File: config.mk
export PLATFORM = sky130hd
export DESIGN_NAME = bounce_gen
export DESIGN_NICKNAME = d
export VERILOG_FILES = /design/src/rtl/bounce_gen_pkg.sv /design/src/rtl/bounce_gen_lfsr16.sv /design/src/rtl/bounce_gen.sv
export SDC_FILE = /design/constraint.sdc
export NUM_CORES = 1
export LEC_CHECK = 0
export BUFFER_PORTS_ARGS = -buffer_cell sky130_fd_sc_hd__buf_4
export CAP_MARGIN = 10
export CORE_MARGIN = 8
export CORE_UTILIZATION = 25
export DETAILED_ROUTE_END_ITERATION = 7
export PLACE_DENSITY_LB_ADDON = 0.05
export SYNTH_ARGS = -nofsm -noshare
export SYNTH_HDL_FRONTEND = slang
export SYNTH_SLANG_ARGS = --single-unit
File: constraint.sdc
create_clock -name clk -period 3.45 [get_ports clk]
set_input_delay 0.1725 -clock clk [delete_from_list [all_inputs] [get_ports clk]]
set_output_delay 0.1725 -clock clk [all_outputs]
set_load 0.05 [all_outputs]
File: src/rtl/bounce_gen_pkg.sv
// bounce_gen_pkg
// Shared definitions for the button-bounce generator:
//   - state_e        : controller states (IDLE, BOUNCE, SETTLE)
//   - LFSR_W         : width of the pseudo-random generator
//   - LFSR_TAPS      : Galois feedback mask for x^16+x^14+x^13+x^11+1
//   - LFSR_ZERO_SUB  : seed used when the configured seed is zero
//   - lfsr_step()    : one right-shifting Galois LFSR step
package bounce_gen_pkg;

    typedef enum logic [1:0] {
        ST_IDLE   = 2'd0,
        ST_BOUNCE = 2'd1,
        ST_SETTLE = 2'd2
    } state_e;

    localparam int          LFSR_W        = 16;
    localparam logic [15:0] LFSR_TAPS     = 16'hB400;
    localparam logic [15:0] LFSR_ZERO_SUB = 16'h0001;

    // Right-shifting Galois form: the bit shifted out feeds back into the taps.
    function automatic logic [LFSR_W-1:0] lfsr_step(input logic [LFSR_W-1:0] v);
        return (v >> 1) ^ (v[0] ? LFSR_TAPS : '0);
    endfunction

endpackage

File: src/rtl/bounce_gen_lfsr16.sv
// lfsr16
// 16-bit Galois LFSR that only advances while enabled.
// Ports:
//   clk   : clock, rising edge
//   rst_n : synchronous active-low reset, loads the seed
//   en    : advance one step this cycle
//   seed  : reset value (zero is replaced so the register never locks up)
//   q     : current LFSR state
module lfsr16
    import bounce_gen_pkg::*;
(
    input  logic              clk,
    input  logic              rst_n,
    input  logic              en,
    input  logic [LFSR_W-1:0] seed,
    output logic [LFSR_W-1:0] q
);

    logic [LFSR_W-1:0] lfsr_q;
    logic [LFSR_W-1:0] lfsr_d;

    always_comb begin
        lfsr_d = en ? lfsr_step(lfsr_q) : lfsr_q;
    end

    // The all-zero state is a fixed point of the LFSR, so it is never loaded.
    always_ff @(posedge clk) begin
        if (!rst_n) begin
            lfsr_q <= (seed == '0) ? LFSR_ZERO_SUB : seed;
        end else begin
            lfsr_q <= lfsr_d;
        end
    end

    assign q = lfsr_q;

endmodule

File: src/rtl/bounce_gen.sv
// bounce_gen
// Emulates a bouncing mechanical button. On a request for a new level the
// output chatters with pseudo-random segment lengths for a fixed window,
// is then forced to the target and held for a settle period, then done pulses.
// Optional feature macro: BOUNCE_GEN_STATS_EN enables the edge_count counter;
// without it edge_count is tied to zero.
// Ports:
//   clk        : sole clock, rising edge
//   rst_n      : synchronous active-low reset
//   req_valid  : request for a new button level
//   req_level  : requested level (1 = pressed), sampled on acceptance
//   req_ready  : high only while idle
//   bounce_out : emulated raw button line
//   busy       : high while bouncing or settling
//   done       : one-cycle pulse when a request completes
//   edge_count : number of bounce_out transitions (stats build only)
module bounce_gen
    import bounce_gen_pkg::*;
#(
    parameter int          BOUNCE_CYCLES = 100000,
    parameter int          SETTLE_CYCLES = 200000,
    parameter int          MIN_GLITCH    = 4,
    parameter int          GLITCH_W      = 6,
    parameter logic [15:0] LFSR_SEED     = 16'hACE1
) (
    input  logic        clk,
    input  logic        rst_n,
    input  logic        req_valid,
    input  logic        req_level,
    output logic        req_ready,
    output logic        bounce_out,
    output logic        busy,
    output logic        done,
    output logic [15:0] edge_count
);

    localparam int WIN_W   = $clog2(BOUNCE_CYCLES + 1);
    localparam int SET_W   = $clog2(SETTLE_CYCLES + 1);
    localparam int SEG_MAX = MIN_GLITCH + (1 << GLITCH_W) - 1;
    localparam int SEG_W   = $clog2(SEG_MAX + 1);

    localparam logic [WIN_W-1:0] WIN_LAST  = WIN_W'(BOUNCE_CYCLES);
    localparam logic [WIN_W-1:0] WIN_FORCE = WIN_W'(BOUNCE_CYCLES - 1);
    localparam logic [SET_W-1:0] SET_LAST  = SET_W'(SETTLE_CYCLES);
    localparam logic [SEG_W-1:0] SEG_MIN   = SEG_W'(MIN_GLITCH);

    state_e            state_q, state_d;
    logic              bounce_q, bounce_d;
    logic              target_q, target_d;
    logic              done_q, done_d;
    logic              busy_q, busy_d;
    logic              ready_q, ready_d;
    logic [WIN_W-1:0]  win_cnt_q, win_cnt_d;
    logic [SET_W-1:0]  set_cnt_q, set_cnt_d;
    logic [SEG_W-1:0]  seg_cnt_q, seg_cnt_d;
    logic [SEG_W-1:0]  seg_len_q, seg_len_d;
    logic [LFSR_W-1:0] lfsr_q;
    logic [SEG_W-1:0]  new_seg_len;
    logic              lfsr_unused;

    lfsr16 u_lfsr (
        .clk   (clk),
        .rst_n (rst_n),
        .en    (state_q == ST_BOUNCE),
        .seed  (LFSR_SEED),
        .q     (lfsr_q)
    );

    // Only the low GLITCH_W bits randomise the dwell; the rest are ignored.
    assign lfsr_unused = ^lfsr_q[LFSR_W-1:GLITCH_W];
    assign new_seg_len = SEG_MIN + SEG_W'(lfsr_q[GLITCH_W-1:0]);

    // Next-state logic. The output is forced to the target on the edge into
    // the last window cycle, so any toggle due at expiry is swallowed and the
    // line is already stable for the whole final window cycle.
    always_comb begin
        state_d   = state_q;
        bounce_d  = bounce_q;
        target_d  = target_q;
        win_cnt_d = win_cnt_q;
        set_cnt_d = set_cnt_q;
        seg_cnt_d = seg_cnt_q;
        seg_len_d = seg_len_q;
        done_d    = 1'b0;
        case (state_q)
            ST_IDLE: begin
                if (req_valid && ready_q) begin
                    target_d = req_level;
                    if (req_level == bounce_q) begin
                        done_d = 1'b1;
                    end else begin
                        state_d   = ST_BOUNCE;
                        bounce_d  = req_level;
                        win_cnt_d = WIN_W'(1);
                        set_cnt_d = '0;
                        seg_cnt_d = SEG_W'(1);
                        seg_len_d = new_seg_len;
                    end
                end
            end
            ST_BOUNCE: begin
                win_cnt_d = (win_cnt_q == WIN_LAST) ? win_cnt_q : win_cnt_q + WIN_W'(1);
                seg_cnt_d = (seg_cnt_q == SEG_W'(SEG_MAX)) ? seg_cnt_q : seg_cnt_q + SEG_W'(1);
                if (win_cnt_q >= WIN_LAST) begin
                    state_d   = ST_SETTLE;
                    bounce_d  = target_q;
                    set_cnt_d = SET_W'(1);
                end else if (win_cnt_q >= WIN_FORCE) begin
                    bounce_d = target_q;
                end else if (seg_cnt_q >= seg_len_q) begin
                    bounce_d  = ~bounce_q;
                    seg_cnt_d = SEG_W'(1);
                    seg_len_d = new_seg_len;
                end
            end
            ST_SETTLE: begin
                bounce_d = target_q;
                if (set_cnt_q >= SET_LAST) begin
                    state_d   = ST_IDLE;
                    done_d    = 1'b1;
                    set_cnt_d = '0;
                    win_cnt_d = '0;
                    seg_cnt_d = '0;
                end else begin
                    set_cnt_d = set_cnt_q + SET_W'(1);
                end
            end
            default: begin
                state_d = ST_IDLE;
            end
        endcase
        ready_d = (state_d == ST_IDLE);
        busy_d  = (state_d != ST_IDLE);
    end

    always_ff @(posedge clk) begin
        if (!rst_n) begin
            state_q   <= ST_IDLE;
            bounce_q  <= 1'b0;
            target_q  <= 1'b0;
            done_q    <= 1'b0;
            busy_q    <= 1'b0;
            ready_q   <= 1'b1;
            win_cnt_q <= '0;
            set_cnt_q <= '0;
            seg_cnt_q <= '0;
            seg_len_q <= '0;
        end else begin
            state_q   <= state_d;
            bounce_q  <= bounce_d;
            target_q  <= target_d;
            done_q    <= done_d;
            busy_q    <= busy_d;
            ready_q   <= ready_d;
            win_cnt_q <= win_cnt_d;
            set_cnt_q <= set_cnt_d;
            seg_cnt_q <= seg_cnt_d;
            seg_len_q <= seg_len_d;
        end
    end

    assign req_ready  = ready_q;
    assign bounce_out = bounce_q;
    assign busy       = busy_q;
    assign done       = done_q;

`ifdef BOUNCE_GEN_STATS_EN
    logic [15:0] edge_cnt_q;
    logic [15:0] edge_cnt_d;

    // Counts the transition about to be registered; saturates at all-ones.
    always_comb begin
        edge_cnt_d = edge_cnt_q;
        if ((bounce_d != bounce_q) && (edge_cnt_q != 16'hFFFF)) begin
            edge_cnt_d = edge_cnt_q + 16'd1;
        end
    end

    always_ff @(posedge clk) begin
        if (!rst_n) begin
            edge_cnt_q <= '0;
        end else begin
            edge_cnt_q <= edge_cnt_d;
        end
    end

    assign edge_count = edge_cnt_q;
`else
    assign edge_count = '0;
`endif

endmodule
; ---- Yosys cells after proc, flatten, opt, wreduce, memory -nomap -nowiden
; Index checks and enable logic that the tools add are counted.
[totals]
regBits = 72
input_bits = 4
elab_cells = 87
[classes]
addsub = 4
order_cmp = 4
n_eq_ne = 14
n_mux = 40
n_bitwise = 2
n_reduce_logical = 12
[ops]
columns = cell, count
row1 = 7-bit two-way mux, 12
row2 = 18-bit two-way mux, 4
row3 = 17-bit two-way mux, 4
row4 = 18-bit one-hot mux with 3 select lines, 1
row5 = 17-bit one-hot mux with 3 select lines, 1
row6 = 17-bit >= comparator (second input constant), 2
row7 = 7-bit one-hot mux with 3 select lines, 1
row8 = 18-bit by 1-bit adder with 18-bit output (second input constant), 1
row9 = 18-bit >= comparator (second input constant), 1
row10 = 17-bit by 1-bit adder with 17-bit output (second input constant), 1
row11 = 17-bit equality test (second input constant), 1
row12 = 16-bit two-way mux, 1
row13 = 2-bit inequality test (second input constant), 8
row14 = 15-bit by 16-bit XOR with 16-bit output, 1
row15 = 7-bit one-hot mux with 2 select lines, 1
row16 = 4-bit AND reduction, 3
row17 = 1-bit two-way mux, 8
row18 = 2-bit two-way mux, 4
row19 = 3-bit by 6-bit adder with 7-bit output (first input constant), 1
row20 = 7-bit by 1-bit adder with 7-bit output (second input constant), 1
row21 = 7-bit equality test (second input constant), 1
row22 = 7-bit >= comparator, 1
row23 = 2-bit one-hot mux with 3 select lines, 1
row24 = 6-bit AND reduction, 1
row25 = other kinds (13), 15

; ---- Longest topological paths before layout
[depth]
ltp_word = 6
depth_mapped = 9

; ---- By module
; A second synthesis with hierarchy kept.
[unflattened]
cells_unflattened = 476
hier_area_um2 = 4196.5
[by_module_without_submodules]
columns = module, n_inst, cells_each, area_per_inst_um2, seq_area_each_um2
row1 = bounce_gen, 1, 428, 3428.3, 1121.1
row2 = lfsr16, 1, 48, 768.2, 480.5

; ---- Worst setup path after synthesis
; OpenSTA, ideal clock, no wires.
[synth_timing]
path_kind = flip-flop to flip-flop
start = register bounce_q, in the netlist bounce_out
end = register set_cnt_q[15]
setup_ns = 0.118
arrival_time_ns = 2.116
required_time_ns = 3.332
path_slack_ns = 1.216
path_stages_with_launch = 7
period_less_slack_ns = 2.234
cell_sequence = dfxtp_1 > xnor2_1 > o21a_1 > or3b_1 > nor3b_1 > mux2i_1 > nor2_1
[synth_via]
elab_chain_len = 3
[synth_lines]
columns = item, line
row1 = start: declaration, bounce_gen.sv:48  ; logic bounce_q, bounce_d;
row2 = start signal: assignment, bounce_gen.sv:150  ; bounce_q <= bounce_d;
row3 = 1-bit equality test, bounce_gen.sv:89  ; if (req_level == bounce_q) begin
row4 = 2-bit inequality test (no source line), n/a
row5 = 4-bit AND reduction (no source line), n/a
row6 = end signal: assignment, bounce_gen.sv:156  ; set_cnt_q <= set_cnt_d;
row7 = end: declaration, bounce_gen.sv:54  ; logic [SET_W-1:0] set_cnt_q, set_cnt_d;
; Every way passes these cells.
; A chain may end at the register's enable or synchronous reset.

; ---- Worst setup path in the final report
[layout_timing]
start = register state_q[1]
end = register win_cnt_q[12]
[layout_via]
elab_chain_len = 3
word_cells_on_any_way = 10
classes_between = eq/ne (6) / mux (1) / reduce/logical (3)
[layout_lines]
columns = item, line
row1 = start: declaration, bounce_gen.sv:47  ; state_e state_q, state_d;
row2 = start signal: assignment, bounce_gen.sv:149  ; state_q <= state_d;
row3 = "2-bit equality test, or another cell as far along", bounce_gen.sv:85  ; case (state_q)
row4 = 2-bit inequality test (no source line) or 3-bit nonzero test (tied branches), n/a
row5 = 5-bit AND reduction (no source line), n/a
row6 = end signal: assignment, bounce_gen.sv:155  ; win_cnt_q <= win_cnt_d;
row7 = end: declaration, bounce_gen.sv:53  ; logic [WIN_W-1:0] win_cnt_q, win_cnt_d;
; Several ways; a longest one is shown, not always the timed one.

==> out/results.ini <==
[critical_path]
critical_path_class=reg2reg
critical_path_peak_fanout=19
crit_required_ps=3680
cp_slowest_cell=or4_1
cp.depth=7
critical-path-max-stage-delay_ps=680
path_delay_family=simple AND/OR/NAND/NOR gates
arrival_ps=2880
ff2ff_path_depth=7
nature_of_the_critical_path_startpoint=flop
cp_num_buf_inv=2
crit_path_cell_trace=inv_1, ha_1, clkinv_1, or4_1, nand2_2, nor2_1, o221a_2
worst_setup_path_end_kind=flop

[synth]
synthesis.yosys.warnings=0
synthArstFlopShare=0
xor_xnor_share_of_the_synthesized_area=0.0358
synth_flop_cell=dfxtp_1
number_of_storage_elements_in_the_synthesis_netlist=72
main_combinational_cell_family_by_area_after_synthesis=simple AND/OR/NAND/NOR gates
postSynthAreaPerCell_sq_um=8.48
yosys.area_share.adder=0.0511
synth-compound-area-share=0.189
post_synthesis_simple_gate_area_fraction=0.257
synth-edff-count=0
post_synth_instance_area_sq_um=4160
netlist-cell-type-count=68
synth_seq_area_share=0.346
post_synth_mux_area_share=0.0481
post_syn_instances=491

[clock_tree]
cell_at_the_root_of_the_clock_tree=clkbuf_16
clockBufferDepth=2
total_clock_buffers_created_by_cts=9
cts_htree_levels=3
cts_resized=0
post-cts-setup-buffers=0
clock_tree_from_tritoncts=built
clkLatencyLatePin_ps=340
clkSinkCount=72
cts_hold_repair.buffers=0
path_clk_slew_ps=60

[placed_design]
dpl.cell_count=702
placement.cell_area_sq_um=4370
port_buffers=7
finalWeightedCongestion=0.666
dp.final_hpwl_mm=7.53

[grt]
overflow_left_after_global_routing=0
grt_pass1_vias=3318
first_pass_grt_wire_length_mm=17.9
grt_max_degree=63
antenna_violations_before_repair=0
gr-usage-all-layers=0.105

[final_layout]
stdcell_area_sq_um=4700
diodes=0
number_of_nets_in_the_layout=514
syn_to_final_growth_pct=13.0
area.sequential_sq_um=1440
layout-drive-gt1-share=0.0904
n_fill_cell=1763
fin_cells=718
multi_input_comb_area_sq_um=2480
postLayoutCoreUtil=0.287

[timing]
worst_pin_slew_ps=1020
finalClockSkew_ps=6.98
report.final.hold_viol_count=0
fin_crit_sh=0.768
maximum_achievable_frequency_mhz=377
setup-tns-final_ps=0
grt_setup_unrepaired=false
slew_headroom=0.313
maxSlewViolCount=0
finalSetupViolCount=0
fin_crit_ps=2650

[floorplanning]
die_width_um=145
core-area_sq_um=16400
die-height_um=145
fp-row-count=47
initial_standard_cell_utilization_of_the_core=0.254
die_area_sq_um=21000
boundaryPins=24

[routing]
met3_length_um=393
post_drt_via_cell_ratio=4.75
detail_route.first_pass.iterations=4
route.detailed.drc=0
topRoutingLayerUsed=met4
drt-total-wl_mm=10.8
drt_first_iter_violations=230
route.detailed.wl_per_inst_um=15.0
routedLengthMet1_mm=5.43
routed-via-count=3407
ant_nets=0
route.met2.wl_mm=4.76

[outcome]
status=completed

[min_path]
min_delay_path_depth=3
holdCritPathClass=in2reg

[pwr]
fin_total_pwr_mw=2.43
power.static_leakage_nw=1.60
power.density_cell_area_nw_per_um2=516
power.ir.vdd_worst_v=0.000285

[flow_run]
drv.max_cap_violation_count=0

[where the power goes]
part | internal (mW) | leakage [nW] | switching [mW] | total (mW)
clock network | 0.641 | 0.157 | 0.406 | 1.05
logic | 0.149 | 0.858 | 0.318 | 0.467
registers | 0.875 | 0.583 | 0.0362 | 0.911
[layout make-up]
| type | count | area share |
|---|---|---|
| Inverter | 21 | 0.0168 |
| Tap cell | 220 | 0.0586 |
| Clock inverter | 7 | 0.0218 |
| Clock buffer | 9 | 0.0479 |
| Multi-Input combinational cell | 376 | 0.528 |
| Timing Repair Buffer | 13 | 0.0208 |
| Sequential cell | 72 | 0.307 |
[metal layers]
metal / GRT usage / vias up
met4: 0.0458 / 0
met2: 0.160 / 56
met3: 0.0233 / 11
li1: - / 1735
met5: 0 / -
met1: 0.138 / 1605
[synthesized netlist by cell type, drive strengths merged, types with 6 or more instances]
cell | instances | area share
dfxtp | 72 | 0.35
nand2 | 45 | 0.041
nor2 | 36 | 0.034
o21ai | 36 | 0.043
nand3 | 27 | 0.037
buf | 26 | 0.042
a21boi | 21 | 0.038
inv | 20 | 0.018
mux2i | 20 | 0.048
ha | 17 | 0.051
a21oi | 12 | 0.014
a31oi | 12 | 0.025
nand4 | 12 | 0.018
and3 | 11 | 0.017
clkbuf | 11 | 0.0099
nor2b | 10 | 0.015
or3 | 9 | 0.014
xor2 | 9 | 0.019
xnor2 | 8 | 0.017
nor3 | 6 | 0.0072
nor4 | 6 | 0.014
o21a | 6 | 0.011
or4 | 6 | 0.011
[worst paths after layout]
kind         slack [ps]       endpoint          from
max reg2reg         800  win_cnt_q[12]    state_q[1]
min reg2reg         460   seg_len_q[3]  seg_len_q[3]
min                 100       target_q     req_level
max                 800  win_cnt_q[12]    state_q[1]
[placed cells by master, fill, tap and decap left out, types with 12 or more instances in the layout]
| cell type | Yosys | routed |
|---|---|---|
| inv_1 | 20 | 20 |
| conb_1 | 1 | 16 |
| mux2i_1 | 20 | 20 |
| nand4_1 | 12 | 12 |
| a21oi_1 | 12 | 12 |
| ha_1 | 17 | 17 |
| a21boi_0 | 13 | 13 |
| nor2_1 | 34 | 34 |
| dfxtp_1 | 72 | 72 |
| nand2_1 | 44 | 44 |
| buf_4 | 17 | 13 |
| o21ai_0 | 32 | 32 |
| nand3_1 | 25 | 25 |
[registers in the layout, indices dropped and copies added, names as in the netlist]
| name | count |
|---|---|
| req_ready | 1 |
| state_q | 2 |
| done | 1 |
| busy | 1 |
| set_cnt_q | 18 |
| win_cnt_q | 17 |
| seg_len_q | 7 |
| bounce_out | 1 |
| seg_cnt_q | 7 |
| u_lfsr.q | 16 |
| target_q | 1 |
[tightest hold or removal path: stages]
cell,delay [ps]
buf_4,100
mux2i_1,60
nor2_1,70
[cells by family after synthesis]
| kind of cell | after synthesis |
|---|---|
| mux | 20 |
| fa+ha+maj | 17 |
| buf+inv | 58 |
| compound gates | 112 |
| simple gates | 194 |
| flops | 72 |
| other cells | 1 |
| xor+xnor | 17 |
[per-stage QoR]
| step | setup WS (ps) | hold WS [ps] |
|---|---|---|
| floorplan | 1220 | 316 |
| global placement | 897 | 445 |
| detailed placement | 830 | 449 |
| CTS | 806 | 86.8 |
| global route | 600 | 131 |
| finish | 800 | 97.1 |
Power figures use the tool's default switching activity.
